**src/rtl/temp_pkg.sv**
```systemverilog
// Shared constants and state type for the temperature sample averager.
package temp_pkg;

    localparam int TEMP_W     = 8;
    localparam int TEMP_LOG2N = 2;

    typedef enum logic {
        ACCUM = 1'b0,
        HOLD  = 1'b1
    } state_t;

endpackage

```
**src/rtl/temp_sample_averager.sv**
```systemverilog
// Temperature sample averager: sums a window of 2^LOG2N raw samples and
// emits their mean over a valid/ready handshake.
// Optional build macro TEMP_AVG_ROUND_EN: round half up instead of truncating.
//
// state | meaning
// ------+---------------------------------------------------------------
// ACCUM | accepting samples, accumulating the current window
// HOLD  | result registered on avg_out, waiting for downstream avg_ready
module temp_sample_averager
    import temp_pkg::*;
#(
    parameter int W     = TEMP_W,
    parameter int LOG2N = TEMP_LOG2N
) (
    input  logic           clk,
    input  logic           rst,
    input  logic           flush,
    input  logic [W-1:0]   sample_in,
    input  logic           sample_valid,
    output logic           sample_ready,
    output logic [W-1:0]   avg_out,
    output logic           avg_valid,
    input  logic           avg_ready,
    output logic [LOG2N:0] fill
);

    localparam int N  = 2 ** LOG2N;
    localparam int AW = W + LOG2N;
    localparam int SW = AW + 1;
    localparam int FW = LOG2N + 1;
`ifdef TEMP_AVG_ROUND_EN
    localparam int RND = N / 2;
`else
    localparam int RND = 0;
`endif
    localparam logic [LOG2N:0] LAST = FW'(N - 1);

    state_t        state;
    state_t        state_nxt;
    logic [AW-1:0] acc;
    logic [AW-1:0] raw_sum;
    logic [SW-1:0] rounded_sum;
    logic          accept;
    logic          last;

    // The full window sum never exceeds N*(2^W-1), so AW bits are enough;
    // the rounding term gets one extra bit of headroom before the shift.
    assign raw_sum     = acc + AW'(sample_in);
    assign rounded_sum = SW'(raw_sum) + SW'(RND);
    assign accept      = sample_valid && sample_ready && !flush;
    assign last        = (fill == LAST);

    // State register.
    always_ff @(posedge clk or posedge rst) begin
        if (rst) begin
            state <= ACCUM;
        end else begin
            state <= state_nxt;
        end
    end

    // Next-state and input handshake; sample_ready is a pure function of state.
    always_comb begin
        state_nxt    = state;
        sample_ready = 1'b0;
        case (state)
            ACCUM: begin
                sample_ready = 1'b1;
                if (accept && last) begin
                    state_nxt = HOLD;
                end
            end
            HOLD: begin
                if (avg_valid && avg_ready) begin
                    state_nxt = ACCUM;
                end
            end
            default: state_nxt = ACCUM;
        endcase
    end

    // Accumulator, window count and registered result.
    always_ff @(posedge clk or posedge rst) begin
        if (rst) begin
            acc       <= '0;
            fill      <= '0;
            avg_out   <= '0;
            avg_valid <= 1'b0;
        end else begin
            case (state)
                ACCUM: begin
                    if (flush) begin
                        acc  <= '0;
                        fill <= '0;
                    end else if (accept) begin
                        if (last) begin
                            avg_out   <= W'(rounded_sum >> LOG2N);
                            avg_valid <= 1'b1;
                            acc       <= '0;
                            fill      <= '0;
                        end else begin
                            acc  <= raw_sum;
                            fill <= fill + FW'(1);
                        end
                    end
                end
                HOLD: begin
                    if (avg_ready) begin
                        avg_valid <= 1'b0;
                    end
                end
                default: ;
            endcase
        end
    end

endmodule
```
**config.mk**
```make
export PLATFORM = sky130hd
export DESIGN_NAME = temp_sample_averager
export DESIGN_NICKNAME = d
export VERILOG_FILES = /design/src/rtl/temp_pkg.sv /design/src/rtl/temp_sample_averager.sv
export SDC_FILE = /design/constraint.sdc
export NUM_CORES = 1
export LEC_CHECK = 0
export ABC_AREA = 1
export BUFFER_PORTS_ARGS = -buffer_cell sky130_fd_sc_hd__buf_2
export CORE_MARGIN = 8
export CORE_UTILIZATION = 23
export DETAILED_ROUTE_END_ITERATION = 8
export PLACE_DENSITY = 0.41
export SLEW_MARGIN = 30
export SYNTH_ARGS = -nofsm -noshare
export SYNTH_HDL_FRONTEND = slang
export SYNTH_SLANG_ARGS = --single-unit
```
**constraint.sdc**
```tcl
create_clock -name clk -period 1.7 [get_ports clk]
set_input_delay 0.17 -clock clk [delete_from_list [all_inputs] [get_ports clk]]
set_output_delay 0.17 -clock clk [all_outputs]
set_load 0.03 [all_outputs]
```
# After elaboration in Yosys (flattened, before gate mapping)
# Cells that the tools add are included.
# op_classes
add_sub_neg	2
n_eq_ne	5
n_mux	15
bitwise_logic	2
reduce_logical	9
# op_table
op	n
2-to-1 mux 10 bit	3
adder 10 x 8 -> 10 bit	1
2-to-1 mux 3 bit	3
inequality test 2 bit, second input constant	4
AND reduction 4 bit	2
2-to-1 mux 1 bit	7
logical AND 1 bit	4
one-hot mux 1 bit (2 select lines)	2
adder 3 x 1 -> 3 bit, second input constant	1
equality test 3 x 2 -> 1 bit, second input constant	1
inverter 1 bit	2
AND reduction 2 bit	1
nonzero test 2 bit	1
logical NOT 1 bit	1
# word_totals
reg_bits	23
input_bits	13
output_inout_bits	13
elab_cells	38

# Depth between registers and ports, before layout
# logic_depth
ltp_word	6
ltp_mapped	10
mapped_depth_nobuf	10

# Worst setup path after synthesis
# OpenSTA, ideal clock, no wires.
# synth_timing
kind	register -> register
startpoint	register acc[0]
endpoint	register avg_out[6]
setup_ps	117
arrival_time_ps	1458
required_ps	1583
setup_slack_ps	124
stages_incl_launch_ff	10
n_path_buf	0
period_less_slack_ps	1576
path_cell_list	dfrtp_1 ha_1 inv_1 fa_1 o21ai_1 nand2_1 nand2_1 nand2_1 nand3_1 nand2_1
# synth_between
elab_chain_len	1
# synth_lines
item	line	rtl
start: declaration	temp_sample_averager.sv:40	logic [AW-1:0] acc;
start signal: assignment	temp_sample_averager.sv:102	acc <= raw_sum;
adder 10 x 8 -> 10 bit	temp_sample_averager.sv:48	assign raw_sum = acc + AW'(sample_in);
end signal: assignment	temp_sample_averager.sv:97	avg_out <= W'(rounded_sum >> LOG2N);
end: declaration	temp_sample_averager.sv:21	output logic [W-1:0] avg_out,
# Every way passes these cells.
# A chain may end at the register's enable or synchronous reset.

# Final worst setup path
# layout_timing
startpoint	register acc[3]
endpoint	register avg_out[2]
# Same word-level chain as after synthesis.

==> flow_summary.json <==
{
  "status": "complete, no violations",
  "max_cap_viol_count": 0,
  "worstMarginPinSlew_ps": 308,
  "drc_errors": 0,
  "finalPower_mw": 2.42,
  "post_drt_wl_per_cell_um": 12.5,
  "coreArea_um2": 5820,
  "finalMaxSlewViolations": 0,
  "clk_latency_ps": 260,
  "post-dp-hpwl_mm": 2.70,
  "area_growth_syn_to_layout_pct": 26.1,
  "holdCritPathClass": "in2reg",
  "gp_congestion": 0.732,
  "rsz0062_at_grt": "yes",
  "finClkSkew_ps": 3.26,
  "yosys_register_bits": 23,
  "die_w_um": 92.8,
  "relSlewSlack": 0.795,
  "die_y_um": 92.8,
  "drive_gt1_frac": 0.242,
  "grtUsageTotal": 0.0862,
  "syn_nets": 195,
  "peakVddDrop_v": 0.000404,
  "finalCritPeriodShare": 0.939,
  "io_buffers": 25,
  "viasPerCell": 4.28,
  "numClockSinks": 23,
  "synth_commonest_cells": "nand2_1 (66), dfrtp_1 (23), inv_1 (17), nand3_1 (17), ha_1 (9)",
  "async_flop_share": 1.00,
  "antenna_found_initial": 0,
  "synth_compound_area_frac": 0.0775,
  "synth.cell_area_um2": 1360,
  "yosys.area_share.simple": 0.317,
  "routed_wl_mm": 3.54,
  "cts_tree": "built",
  "initial_core_util": 0.233,
  "hold_viol": 0,
  "crit_path_max_fanout": 4,
  "firstDrtPassIters": 4,
  "period_needed_ps": 1600,
  "synthFlopType": "dfrtp_1",
  "synth_mux_area_frac": 0,
  "yosysUniqueCellTypes": 24,
  "drtIter0Drc": 44,
  "avgSynthCellArea_um2": 7.89,
  "fmax_mhz": 626,
  "final_nets": 231,
  "synthAdderAreaFrac": 0.0978,
  "netlist.area_leader.share": 0.424,
  "final.setup.worst_slack_ps": 104,
  "io_pins": 26,
  "grt_pass1_vias": 1261,
  "end_kind": "flip-flop",
  "synth-edff-count": 0,
  "synthTopCellsByArea": "dfrtp_1 (42%), nand2_1 (18%), ha_1 (8.3%)",
  "clk_pin_slew_ps": 80,
  "cp.required_ps": 1860,
  "numCtsBuffers": 3,
  "p_leak_nw": 0.941,
  "syn_inst": 172,
  "holdWs_ps": 165,
  "h-tree-depth": 1,
  "grt_max_degree": 24,
  "power_density_nw_per_um2": 1420,
  "synth_warnings": 0,
  "synth.yosys.seq_area_share": 0.424,
  "vias": 1208,
  "grt_pass1_wl_mm": 5.96,
  "die_area_um2": 8610,
  "synthXorXnorAreaFrac": 0.0129,
  "antenna_left": 0,
  "start_kind": "flip-flop",
  "dp_slack_ps": -8.70,
  "yosysMostFrequentCell": "nand2_1",
  "setup_viol": 0,
  "antenna_cells": 0,
  "globalRouteOverflowTotal": 0,
  "synth_area_leader_cell": "dfrtp_1",
  "arrival_ps": 1760,
  "r2r_setup_slack_ps": 100,
  "clockRootBuffer": "clkbuf_8",
  "critical_path_class": "reg2reg",
  "synth_top_family_by_area": "simple AND/OR/NAND/NOR gates",
  "row_count": 28,
  "ctsLongestPathBuffers": 2
}
sequential cells by signal (all words and copies together), names as in the netlist:
register,cells
acc,10
avg_out,8
fill,3
avg_valid,1
state,1
critical path, stage by stage, from the launching register on:
cell	delay [ps]
dfrtp_1	390
ha_1	360
a21oi_2	180
o21ai_2	90
buf_4	140
or2_1	210
nand3_1	80
nand2_1	50
metal layers:
metal | routed length (um) | up-vias | track usage
li1 | - | 617 | -
met1 | 1690 | 556 | 0.105
met2 | 1620 | 33 | 0.150
met3 | 215 | 2 | 0.0251
met4 | 14 | 0 | 0.0121
met5 | 0 | - | 0
cell type report:
class                      count  area, um^2
timing repair buffer          33         188
clock buffer                   4        45.0
fill                         660        4110
multi-input combinational    126         729
inverter                      21        78.8
sequential                    23         576
tap                           75        93.8
stage by stage:
stage                     TNS, ps  utilization  cells  instance area, um^2
final                           0        0.294    282                 1710
after CTS                       0        0.285    280                 1660
after global routing        -56.8        0.294    282                 1710
after global placement          0        0.275    275                 1600
after floorplan                 0            -    172                 1360
after detailed placement    -19.2        0.275    275                 1600
kinds of logic (layout without fill, tap and decap cells):
group | after synthesis | after routing
AND/OR/NAND/NOR | 97 | 97
buffers and inverters | 23 | 58
adder cells (fa/ha/maj) | 10 | 10
AO/OA/AOI/OAI | 17 | 17
flip-flops | 23 | 23
XOR/XNOR | 2 | 2
report_power, final:
group / switching (mW) / internal (mW)
Combinational: 0.776 / 0.464
Sequential: 0.121 / 0.718
Clock: 0.180 / 0.167
Total: 1.08 / 1.35
worst paths after layout:
kind | start | end | cells after the start
min in group asynchronous | rst | avg_out[4] | 4
hold / removal | avg_ready | avg_valid | 4
setup reg to reg | acc[3] | avg_out[2] | 7
setup / recovery | acc[3] | avg_out[2] | 7
max in group asynchronous | rst | acc[2] | 4
hold reg to reg | avg_out[4] | avg_out[4] | 2
placed cells by master, fill, tap and decap left out, types with 3 or more instances in the layout:
cell / count
inv_2: 4
nand3b_1: 3
inv_1: 17
o21ai_0: 3
dfrtp_1: 23
buf_4: 7
nand3_1: 17
nor2_1: 6
clkbuf_8: 3
a21oi_1: 3
buf_2: 25
nand2_1: 66
ha_1: 6
what timing repair did:
action / in CTS / in global routing
resized for setup: 1 / 8
hold buffers: 1 / 0
pin swaps: 0 / 3
setup endpoints to repair: 4 / 8
endpoints found under the hold margin: 23 / 0
buffers inserted: 0 / 2
(Power assumes the default switching activity.)
